--- src/rtl/io_port_pkg.sv ---
// Shared constants for the datapath IO port bridge and its FIFOs.
// Latency: n/a (package only).
// Backpressure: n/a (package only).
package io_port_pkg;

    // Default width of every data path.
    localparam int DATA_WIDTH  = 32;
    // Default entries per FIFO. Must be a power of two and at least 2.
    localparam int FIFO_DEPTH  = 4;
    // Read and write pointers need log2(depth) bits.
    localparam int PTR_WIDTH   = $clog2(FIFO_DEPTH);
    // The level needs one extra bit so that a full FIFO (level == depth) is representable.
    localparam int LEVEL_WIDTH = PTR_WIDTH + 1;

    // Level width for an arbitrary depth, used when the bridge is re-parameterised.
    function automatic int level_width(input int depth);
        return $clog2(depth) + 1;
    endfunction

endpackage

--- src/rtl/io_fifo.sv ---
// Synchronous show-ahead FIFO: the head word is on head_data whenever empty=0.
// Latency: a word pushed into an empty FIFO is visible one cycle after the push edge.
// Backpressure: push ignored when full unless popping in the same cycle; pop ignored when empty.
//
// Ports:
//   clk, rst_n           clock, asynchronous active-low reset
//   push, push_data      write request and word
//   pop                  read request (consumes head_data)
//   head_data            current head word (undefined contents when empty)
//   full, empty, level   occupancy status, all derived from registered state
module io_fifo
    import io_port_pkg::*;
#(
    parameter int WIDTH = io_port_pkg::DATA_WIDTH,
    parameter int DEPTH = io_port_pkg::FIFO_DEPTH,
    localparam int PW   = $clog2(DEPTH),
    localparam int LW   = $clog2(DEPTH) + 1
) (
    input  logic             clk,
    input  logic             rst_n,
    input  logic             push,
    input  logic [WIDTH-1:0] push_data,
    input  logic             pop,
    output logic [WIDTH-1:0] head_data,
    output logic             full,
    output logic             empty,
    output logic [LW-1:0]    level
);

    logic [WIDTH-1:0] mem_q [DEPTH];
    logic [PW-1:0]    wr_ptr_q, wr_ptr_d;
    logic [PW-1:0]    rd_ptr_q, rd_ptr_d;
    logic [LW-1:0]    level_q,  level_d;
    logic             do_push;
    logic             do_pop;

    assign full  = (level_q == LW'(DEPTH));
    assign empty = (level_q == '0);
    assign level = level_q;

    // Show-ahead: the head entry is read combinationally from the storage array.
    assign head_data = mem_q[rd_ptr_q];

    // A push into a full FIFO is only legal when the head leaves on the same edge.
    assign do_pop  = pop && !empty;
    assign do_push = push && (!full || do_pop);

    // Pointers wrap naturally because the depth is a power of two.
    always_comb begin
        wr_ptr_d = wr_ptr_q;
        rd_ptr_d = rd_ptr_q;
        level_d  = level_q;
        if (do_push) begin
            wr_ptr_d = wr_ptr_q + PW'(1);
        end
        if (do_pop) begin
            rd_ptr_d = rd_ptr_q + PW'(1);
        end
        case ({do_push, do_pop})
            2'b10:   level_d = level_q + LW'(1);
            2'b01:   level_d = level_q - LW'(1);
            default: level_d = level_q;
        endcase
    end

    always_ff @(posedge clk or negedge rst_n) begin
        if (!rst_n) begin
            wr_ptr_q <= '0;
            rd_ptr_q <= '0;
            level_q  <= '0;
        end else begin
            wr_ptr_q <= wr_ptr_d;
            rd_ptr_q <= rd_ptr_d;
            level_q  <= level_d;
        end
    end

    // Storage carries no reset: stale words are unreachable once the pointers are cleared.
    always_ff @(posedge clk) begin
        if (do_push) begin
            mem_q[wr_ptr_q] <= push_data;
        end
    end

endmodule

--- src/rtl/io_port_bridge.sv ---
// Bridges a datapath out/in port pair to valid/ready streams via a TX and an RX FIFO.
// Latency: one cycle from push edge to the word being visible on either side.
// Backpressure: TX drops strobes when full (sticky tx_overflow); RX deasserts ext_rx_ready when full.
//
// Ports:
//   clk, clear                         clock, asynchronous active-low reset
//   cpu_out_data, cpu_out_strobe       datapath out-port writes into TX
//   cpu_in_data, cpu_in_ready, cpu_in_ack   datapath in-port view of RX head
//   ext_tx_data/valid/ready            TX stream to the external consumer
//   ext_rx_data/valid/ready            RX stream from the external producer
//   tx_level, rx_level                 FIFO occupancy
//   tx_overflow, rx_underflow          sticky error flags, cleared only by reset
module io_port_bridge #(
    parameter int DATA_WIDTH  = io_port_pkg::DATA_WIDTH,
    parameter int FIFO_DEPTH  = io_port_pkg::FIFO_DEPTH,
    localparam int LEVEL_W    = $clog2(FIFO_DEPTH) + 1
) (
    input  logic                  clk,
    input  logic                  clear,

    input  logic [DATA_WIDTH-1:0] cpu_out_data,
    input  logic                  cpu_out_strobe,

    output logic [DATA_WIDTH-1:0] cpu_in_data,
    output logic                  cpu_in_ready,
    input  logic                  cpu_in_ack,

    output logic [DATA_WIDTH-1:0] ext_tx_data,
    output logic                  ext_tx_valid,
    input  logic                  ext_tx_ready,

    input  logic [DATA_WIDTH-1:0] ext_rx_data,
    input  logic                  ext_rx_valid,
    output logic                  ext_rx_ready,

    output logic [LEVEL_W-1:0]    tx_level,
    output logic [LEVEL_W-1:0]    rx_level,
    output logic                  tx_overflow,
    output logic                  rx_underflow
);

    import io_port_pkg::*;

    logic [DATA_WIDTH-1:0] tx_head;
    logic                  tx_full;
    logic                  tx_empty;
    logic                  tx_push;
    logic                  tx_pop;

    logic [DATA_WIDTH-1:0] rx_head;
    logic                  rx_full;
    logic                  rx_empty;
    logic                  rx_push;
    logic                  rx_pop;

    // Goes high on the first clock edge after reset release; holds ext_rx_ready low in reset.
    logic run_q,          run_d;
    logic tx_overflow_q,  tx_overflow_d;
    logic rx_underflow_q, rx_underflow_d;

    // ---------------- TX side: datapath out port -> external consumer ----------------
    assign ext_tx_valid = !tx_empty;
    assign ext_tx_data  = tx_empty ? '0 : tx_head;
    assign tx_pop       = ext_tx_valid && ext_tx_ready;
    // A full FIFO still accepts a strobe when the consumer frees a slot on the same edge.
    assign tx_push      = cpu_out_strobe && (!tx_full || tx_pop);

    // ---------------- RX side: external producer -> datapath in port -----------------
    assign ext_rx_ready = run_q && !rx_full;
    assign rx_push      = ext_rx_valid && ext_rx_ready;
    assign rx_pop       = cpu_in_ack && !rx_empty;
    assign cpu_in_ready = !rx_empty;
    // The datapath sees zero rather than a stale word whenever nothing is buffered.
    assign cpu_in_data  = rx_empty ? '0 : rx_head;

    assign tx_overflow  = tx_overflow_q;
    assign rx_underflow = rx_underflow_q;

    always_comb begin
        run_d          = 1'b1;
        tx_overflow_d  = tx_overflow_q;
        rx_underflow_d = rx_underflow_q;
        if (cpu_out_strobe && tx_full && !tx_pop) begin
            tx_overflow_d = 1'b1;
        end
        if (cpu_in_ack && rx_empty) begin
            rx_underflow_d = 1'b1;
        end
    end

    always_ff @(posedge clk or negedge clear) begin
        if (!clear) begin
            run_q          <= 1'b0;
            tx_overflow_q  <= 1'b0;
            rx_underflow_q <= 1'b0;
        end else begin
            run_q          <= run_d;
            tx_overflow_q  <= tx_overflow_d;
            rx_underflow_q <= rx_underflow_d;
        end
    end

    io_fifo #(
        .WIDTH (DATA_WIDTH),
        .DEPTH (FIFO_DEPTH)
    ) u_tx_fifo (
        .clk       (clk),
        .rst_n     (clear),
        .push      (tx_push),
        .push_data (cpu_out_data),
        .pop       (tx_pop),
        .head_data (tx_head),
        .full      (tx_full),
        .empty     (tx_empty),
        .level     (tx_level)
    );

    io_fifo #(
        .WIDTH (DATA_WIDTH),
        .DEPTH (FIFO_DEPTH)
    ) u_rx_fifo (
        .clk       (clk),
        .rst_n     (clear),
        .push      (rx_push),
        .push_data (ext_rx_data),
        .pop       (rx_pop),
        .head_data (rx_head),
        .full      (rx_full),
        .empty     (rx_empty),
        .level     (rx_level)
    );

endmodule

--- config.mk ---
export PLATFORM = sky130hd
export DESIGN_NAME = io_port_bridge
export DESIGN_NICKNAME = d
export VERILOG_FILES = /design/src/rtl/io_port_pkg.sv /design/src/rtl/io_fifo.sv /design/src/rtl/io_port_bridge.sv
export SDC_FILE = /design/constraint.sdc
export NUM_CORES = 1
export LEC_CHECK = 0
export CAP_MARGIN = 20
export CORE_ASPECT_RATIO = 1.4
export CORE_MARGIN = 5
export CORE_UTILIZATION = 59
export DETAILED_ROUTE_END_ITERATION = 6
export GPL_ROUTABILITY_DRIVEN = 0
export PLACE_DENSITY_LB_ADDON = 0.05
export SYNTH_ARGS = -nofsm -noshare
export SYNTH_HDL_FRONTEND = slang
export SYNTH_SLANG_ARGS = --single-unit
--- constraint.sdc ---
create_clock -name clk -period 5.7 [get_ports clk]
set_input_delay 0.855 -clock clk [delete_from_list [all_inputs] [get_ports clk]]
set_output_delay 0.855 -clock clk [all_outputs]
set_load 0.005 [all_outputs]
==> results of run 1 <==
-- worst register-to-register path, delay by kind of cell (launching register included) --
family / cells / cell delay, ns
xor gates and xnor gates: 2 / 0.29
adders and majority gates: 2 / 0.42
buffers and inverters: 2 / 0.31
DFF: 1 / 0.44
and+or+nand+nor: 3 / 0.82
-- state kept, by name, indices dropped and copies added, names as in the netlist --
signal,flops
u_tx_fifo.rd_ptr_q,2
rx_underflow,1
tx_overflow,1
run_q,1
u_rx_fifo.rd_ptr_q,2
u_tx_fifo.mem_q,128
u_rx_fifo.wr_ptr_q,2
u_tx_fifo.level,3
u_rx_fifo.mem_q,128
u_tx_fifo.wr_ptr_q,2
u_rx_fifo.level,3
-- through the flow --
stage               instances  total power [µW]  hold slack (ns)
floorplan                 492              4050            0.451
global placement          860              5040            0.439
detailed placement        860              5100            0.502
CTS                       906              6680            0.518
global route              907              6950            0.534
finish                    907              6580            0.510
-- final timing paths --
| path | endpoint | slack, ns | from |
|---|---|---|---|
| worst max register to register | u_tx_fifo.level[2] | 3.31 | u_tx_fifo.level[0] |
| worst min register to register | rx_underflow | 0.51 | rx_underflow |
| max in group asynchronous | u_tx_fifo.rd_ptr_q[0] | 4.28 | clear |
| worst min-delay path | rx_underflow | 0.51 | rx_underflow |
| worst max-delay path | ext_tx_data[0] | 2.01 | u_tx_fifo.rd_ptr_q[0] |
| min in group asynchronous | run_q | 0.83 | clear |
-- metal layers --
layer	global-route usage	vias to the layer above
met4	0.0419	0
met5	0	-
met2	0.346	119
met1	0.216	2581
met3	0.0443	26
li1	-	2260
-- power groups by stage --
stage          Combinational (µW)  Sequential (µW)  Clock, µW
2_1_floorplan                1370             2670          0
3_3_place_gp                 2310             2730          0
6_report                     2300             2710       1570
5_1_grt                      2500             2750       1710
3_5_place_dp                 2340             2760          0
4_1_cts                      2350             2720       1610
-- logic make-up after synthesis --
kind of cell | count (synthesis) | share of synthesized area
DFF | 273 | 0.757
and+or+nand+nor | 85 | 0.0493
muxes | 67 | 0.140
buffers and inverters | 37 | 0.0244
adders and majority gates | 12 | 0.0154
xor gates and xnor gates | 12 | 0.00981
AOI/OAI and AO/OA | 5 | 0.00304
other | 1 | 0.000350
-- cell type report --
class	instances	area share
Inverter	13	0.00372
Clock inverter	11	0.00696
Timing Repair Buffer	153	0.117
Sequential cell	273	0.618
Tap cell	240	0.0229
Clock buffer	35	0.0528
Multi-Input combinational cell	182	0.179
-- placed cells by master, fill, tap and decap left out, drive strengths merged --
master and count:
nand3 2, nor4b 1, a21oi 1, or3 2
and2 74, o21ai 1, clkbuf 35, o21bai 1
bufinv 1, a21o 1, ha 10, xor2 6
clkdlybuf4s50 144, mux4 64, mux2i 1, nor2b 1
nand2 2, dfrtp 17, mux2 2, edfxtp 256
nor2 3, xnor2 6, a21boi 1, buf 9
inv 14, conb 1, clkinv 9, fa 2
==> results.toml, run 1 <==
[run_status]
status = "complete, no violations"

[sta]
tns_ns = 0
drv_slew = 0
hold_viol = 0
fin_ws_ns = 2.01
finalSetupViolations = 0
worst_slew_pin_slew_ns = 0.896
rsz0062_at_grt = "false"
min_period_ns = 3.69
finalClockSkew_ns = 0.0125
timing.final.crit_share = 0.648
fmax_ghz = 0.271
max-slew-margin-rel = 0.403

[layout]
drive_gt1_frac = 0.168
regArea_um2 = 8120
fin_area_um2 = 13100
fillerInstances = 1100
area_growth_syn_to_layout_pct = 22.5
antennaDiodeCount = 0
nNetsFinal = 730
final_util = 0.732
multi_input_area_um2 = 2340

[drt]
routed.top_layer = "met4"
drc = 0
wl_um = 19100
met1Wirelength_um = 6880
wire_per_inst_um = 21.1
drtAntennaViolNets = 0
vias = 4986
vias_per_cell = 5.50
drtPass1Iterations = 7
wl_met2_um = 10700
drtIter0Drc = 263
met3_length_um = 1280

[power_and_ir_drop]
clkPwrFrac = 0.238
seqPwrFrac = 0.412
intPower_uw = 4840
power_leakage_uw = 0.00440
vdd_ir_drop_max_mv = 0.307
pwr_density_cell_nw_per_um2 = 502
combPwrFrac = 0.350
swShare = 0.264
p_switching_uw = 1740

[synthesis]
ys_async_sr_fraction = 0.0623
synth.largest_area_cell = "edfxtp_1"
syn_nets = 574
yosysMostFrequentCell = "edfxtp_1"
ys_ff_latch = 273
yosysTopAreaCellShare = 0.718
synthTopCellsByArea = "edfxtp_1 72%, mux4_2 12%, and2_1 4.3%, dfrtp_1 4.0%, mux4_1 2.0%"
yosysWarnings = 0
postSynthCellCount = 492
synth_cell_types = 28
synth_ff_type = "edfxtp_1"
syn_area_um2 = 10700
seq_area_frac_synth = 0.757
avgSynthCellArea_um2 = 21.8
yosys-top-cells-count = "256 x edfxtp_1, 74 x and2_1, 56 x mux4_2, 17 x dfrtp_1, 13 x inv_1"
synth_edf_count = 256

[worst_setup_path]
cpPeakStageDelay_ns = 0.63
cp_cell_sequence = "buf_4 -> mux4_1 -> and2_1 -> clkdlybuf4s50_1"
worst_path_max_delay_cell = "mux4_1"
worst-endpoint-arrival_ns = 2.84
critPathLaunchType = "register"
required_ns = 4.85
rr_worst_depth = 9
crit_family = "buffers and inverters"
path_class = "register to output port"
crit_path_max_fanout = 23
endpoint_kind = "output port"
critPathBufInv = 2
crit_cells = 4

[clocking]
clkTransAtPathRegs_ns = 0.06
ctsHoldBuffers = 0
post_cts_buffers = 0
cts_buffers = 25
cts_tree = "yes"
root_buffer = "clkbuf_16"
cts_sinks = 273
ctsResizeCount = 0
htreeDepth = 1
cts.path.max_buffers = 3
insertion_delay_ns = 0.51

[global_route]
grtUsageTotal = 0.186
grt_max_degree = 37
antenna_found_initial = 0
grt_pass1_wl_um = 29800
grt-ovfl-total = 0
grt_pass1_vias = 5617

[floorplanning]
initial_utilization = 0.598
fp.dieArea_um2 = 21000
row_count = 58
die_x_um = 124
ios = 145
die_h_um = 169
core_area_um2 = 17900

[hold_path]
min_path_cells = 1
min_path_type = "register to register"

[placement]
place_area_um2 = 12300
io_buffers = 144
place_hpwl_um = 11800
pre_cts_ws_ns = 2.48

[flow_run]
cap_violations = 0
(Power assumes the default switching activity.)
==> run 2: changes to the inputs <==
--- a/config.mk
+++ b/config.mk
@@ -8,7 +8,7 @@
 export CAP_MARGIN = 20
 export CORE_ASPECT_RATIO = 1.4
 export CORE_MARGIN = 5
-export CORE_UTILIZATION = 59
+export CORE_UTILIZATION = 49
 export DETAILED_ROUTE_END_ITERATION = 6
 export GPL_ROUTABILITY_DRIVEN = 0
 export PLACE_DENSITY_LB_ADDON = 0.05
==> constraint.sdc (replaced) <==
create_clock -name clk -period 3.1 [get_ports clk]
set_input_delay 0.465 -clock clk [delete_from_list [all_inputs] [get_ports clk]]
set_output_delay 0.465 -clock clk [all_outputs]
set_load 0.005 [all_outputs]
==> run 2 against run 1 <==
Compared with the run above: sequential share of layout area shrank 1.2 points; combinational power rose by 91%; power grew 88%; largest power group unchanged.
==> results.toml, run 2 (synthesis results as in run 1) <==
[power_and_ir_drop]
pwr_density_cell_nw_per_um2 = 922
vdd_ir_drop_max_mv = 0.658
power_leakage_uw = 0.00448
totalPowerFinal_uw = 12300

[layout]
top_regs = "u_rx_fifo.mem_q x128, u_tx_fifo.mem_q x128"
drive_gt1_frac = 0.180
final_common_cell = "edfxtp_1"
final_util = 0.617
area_growth_syn_to_layout_pct = 25.0
fillerInstances = 1592
nNetsFinal = 745
most-common-layout-cells = "256 x edfxtp_1, 144 x clkdlybuf4s50_1, 68 x and2_1"

[floorplanning]
fp.dieArea_um2 = 25000
ios = 145
row_count = 64
core_area_um2 = 21700
initial_utilization = 0.494
die_h_um = 185
die_x_um = 135

[global_route]
grtUsageTotal = 0.157
grt-ovfl-total = 0
grt_pass1_wl_um = 30300
antenna_found_initial = 1
grt_max_degree = 37
grt_pass1_vias = 5605

[clocking]
cts_buffers = 26
insertion_delay_ns = 0.51
clkTransAtPathRegs_ns = 0.06
htreeDepth = 1
root_buffer = "clkbuf_16"
cts_sinks = 273
ctsHoldBuffers = 0
cts.path.max_buffers = 3
cts_tree = "yes"

[drt]
vias = 5035
wl_um = 19400
drtPass1Iterations = 6
wire_per_inst_um = 19.8
drtIter0Drc = 222
vias_per_cell = 5.13
drc = 0
drtAntennaViolNets = 0

[sta]
fmax_ghz = 0.341
finalClockSkew_ns = 0.00549
whs_ns = 0.431
max-slew-margin-rel = 0.450
tns_ns = 0
finalSetupViolations = 0
rsz0062_at_grt = "false"
min_period_ns = 2.94
drv_slew = 0
hold_viol = 0
fin_ws_ns = 0.164
timing.final.crit_share = 0.947
worst_slew_pin_slew_ns = 0.823

[worst_setup_path]
endpoint_kind = "output port"
worst-endpoint-arrival_ns = 2.47
critical_path.startpoint = "u_tx_fifo.rd_ptr_q[0]"
timing.rr.start = "u_tx_fifo.level[0]"
rr_worst_depth = 9
critPathLaunchType = "register"
required_ns = 2.63
path_class = "register to output port"
crit_path_max_fanout = 11

[hold_path]
min_path_type = "primary input to async pin"

[placement]
pre_cts_ws_ns = 0.460
io_buffers = 144
place_hpwl_um = 12000

[flow_run]
cap_violations = 0

[run_status]
status = "complete, no violations"
-- run 2: changes by cell type in the layout (fill, tap and decap cells not counted), moves of 2 or more --
cell | previous run | this run
clkinv_1 | 3 | 11
clkbuf_16 | 25 | 27
buf_4 | 8 | 17
clkbuf_1 | 7 | 5
clkbuf_8 | 3 | 0
buf_12 | 0 | 6
diode_2 | 0 | 2
clkinv_2 | 5 | 1
-- run 2: path summary, 6_finish.rpt --
check,end,slack [ns]
hold reg to reg,tx_overflow,0.46
max in group asynchronous,u_rx_fifo.rd_ptr_q[0],2.07
min in group clk,tx_overflow,0.46
hold / removal,u_tx_fifo.level[2],0.43
setup reg to reg,u_tx_fifo.level[2],0.84
setup / recovery,ext_tx_data[27],0.16
-- run 2: routing by layer --
| metal | track usage | share of wire |
|---|---|---|
| met1 | 0.188 | 0.39 |
| met2 | 0.289 | 0.54 |
| met3 | 0.0313 | 0.054 |
| met4 | 0.0444 | 0.021 |
| met5 | 0 | 0 |
-- run 2: metrics by stage --
stage / instances / instance area (µm²)
2_1_floorplan: 492 / 10700
3_3_place_gp: 927 / 12500
3_5_place_dp: 927 / 12500
4_1_cts: 975 / 13400
5_1_grt: 981 / 13400
6_report: 982 / 13400
-- run 2: critical path, cell delays in order (launching register included) --
cell and delay [ns]:
dfrtp_2 0.58, buf_4 0.26, mux4_2 0.50, and2_1 0.17, clkdlybuf4s50_1 0.45
-- run 2: final cells by class --
| type | instances | area (µm²) | share of cell area |
|---|---|---|---|
| Multi-Input combinational cell | 182 | 2350 | 0.175 |
| Tap cell | 297 | 372 | 0.0277 |
| Timing Repair Buffer | 167 | 1690 | 0.126 |
| Clock buffer | 32 | 694 | 0.0518 |
| Clock inverter | 16 | 123 | 0.00915 |
| Antenna cell | 2 | 5.00 | 0.000374 |
| Inverter | 13 | 48.8 | 0.00364 |
| Sequential cell | 273 | 8120 | 0.606 |
-- run 2: power by group --
part	leakage [µW]	internal (µW)	switching (µW)	total, µW
sequential	0.00253	4700	268	4970
clock	0.000392	1750	1230	2980
combinational	0.00156	2680	1730	4400
total	0.00448	9130	3220	12300
-- run 2: timing repair --
| action | CTS | global route |
|---|---|---|
| setup endpoints to repair | 20 | 15 |
| gates cloned | 0 | 0 |
| resized for setup | 1 | 0 |
| buffers inserted | 0 | 5 |
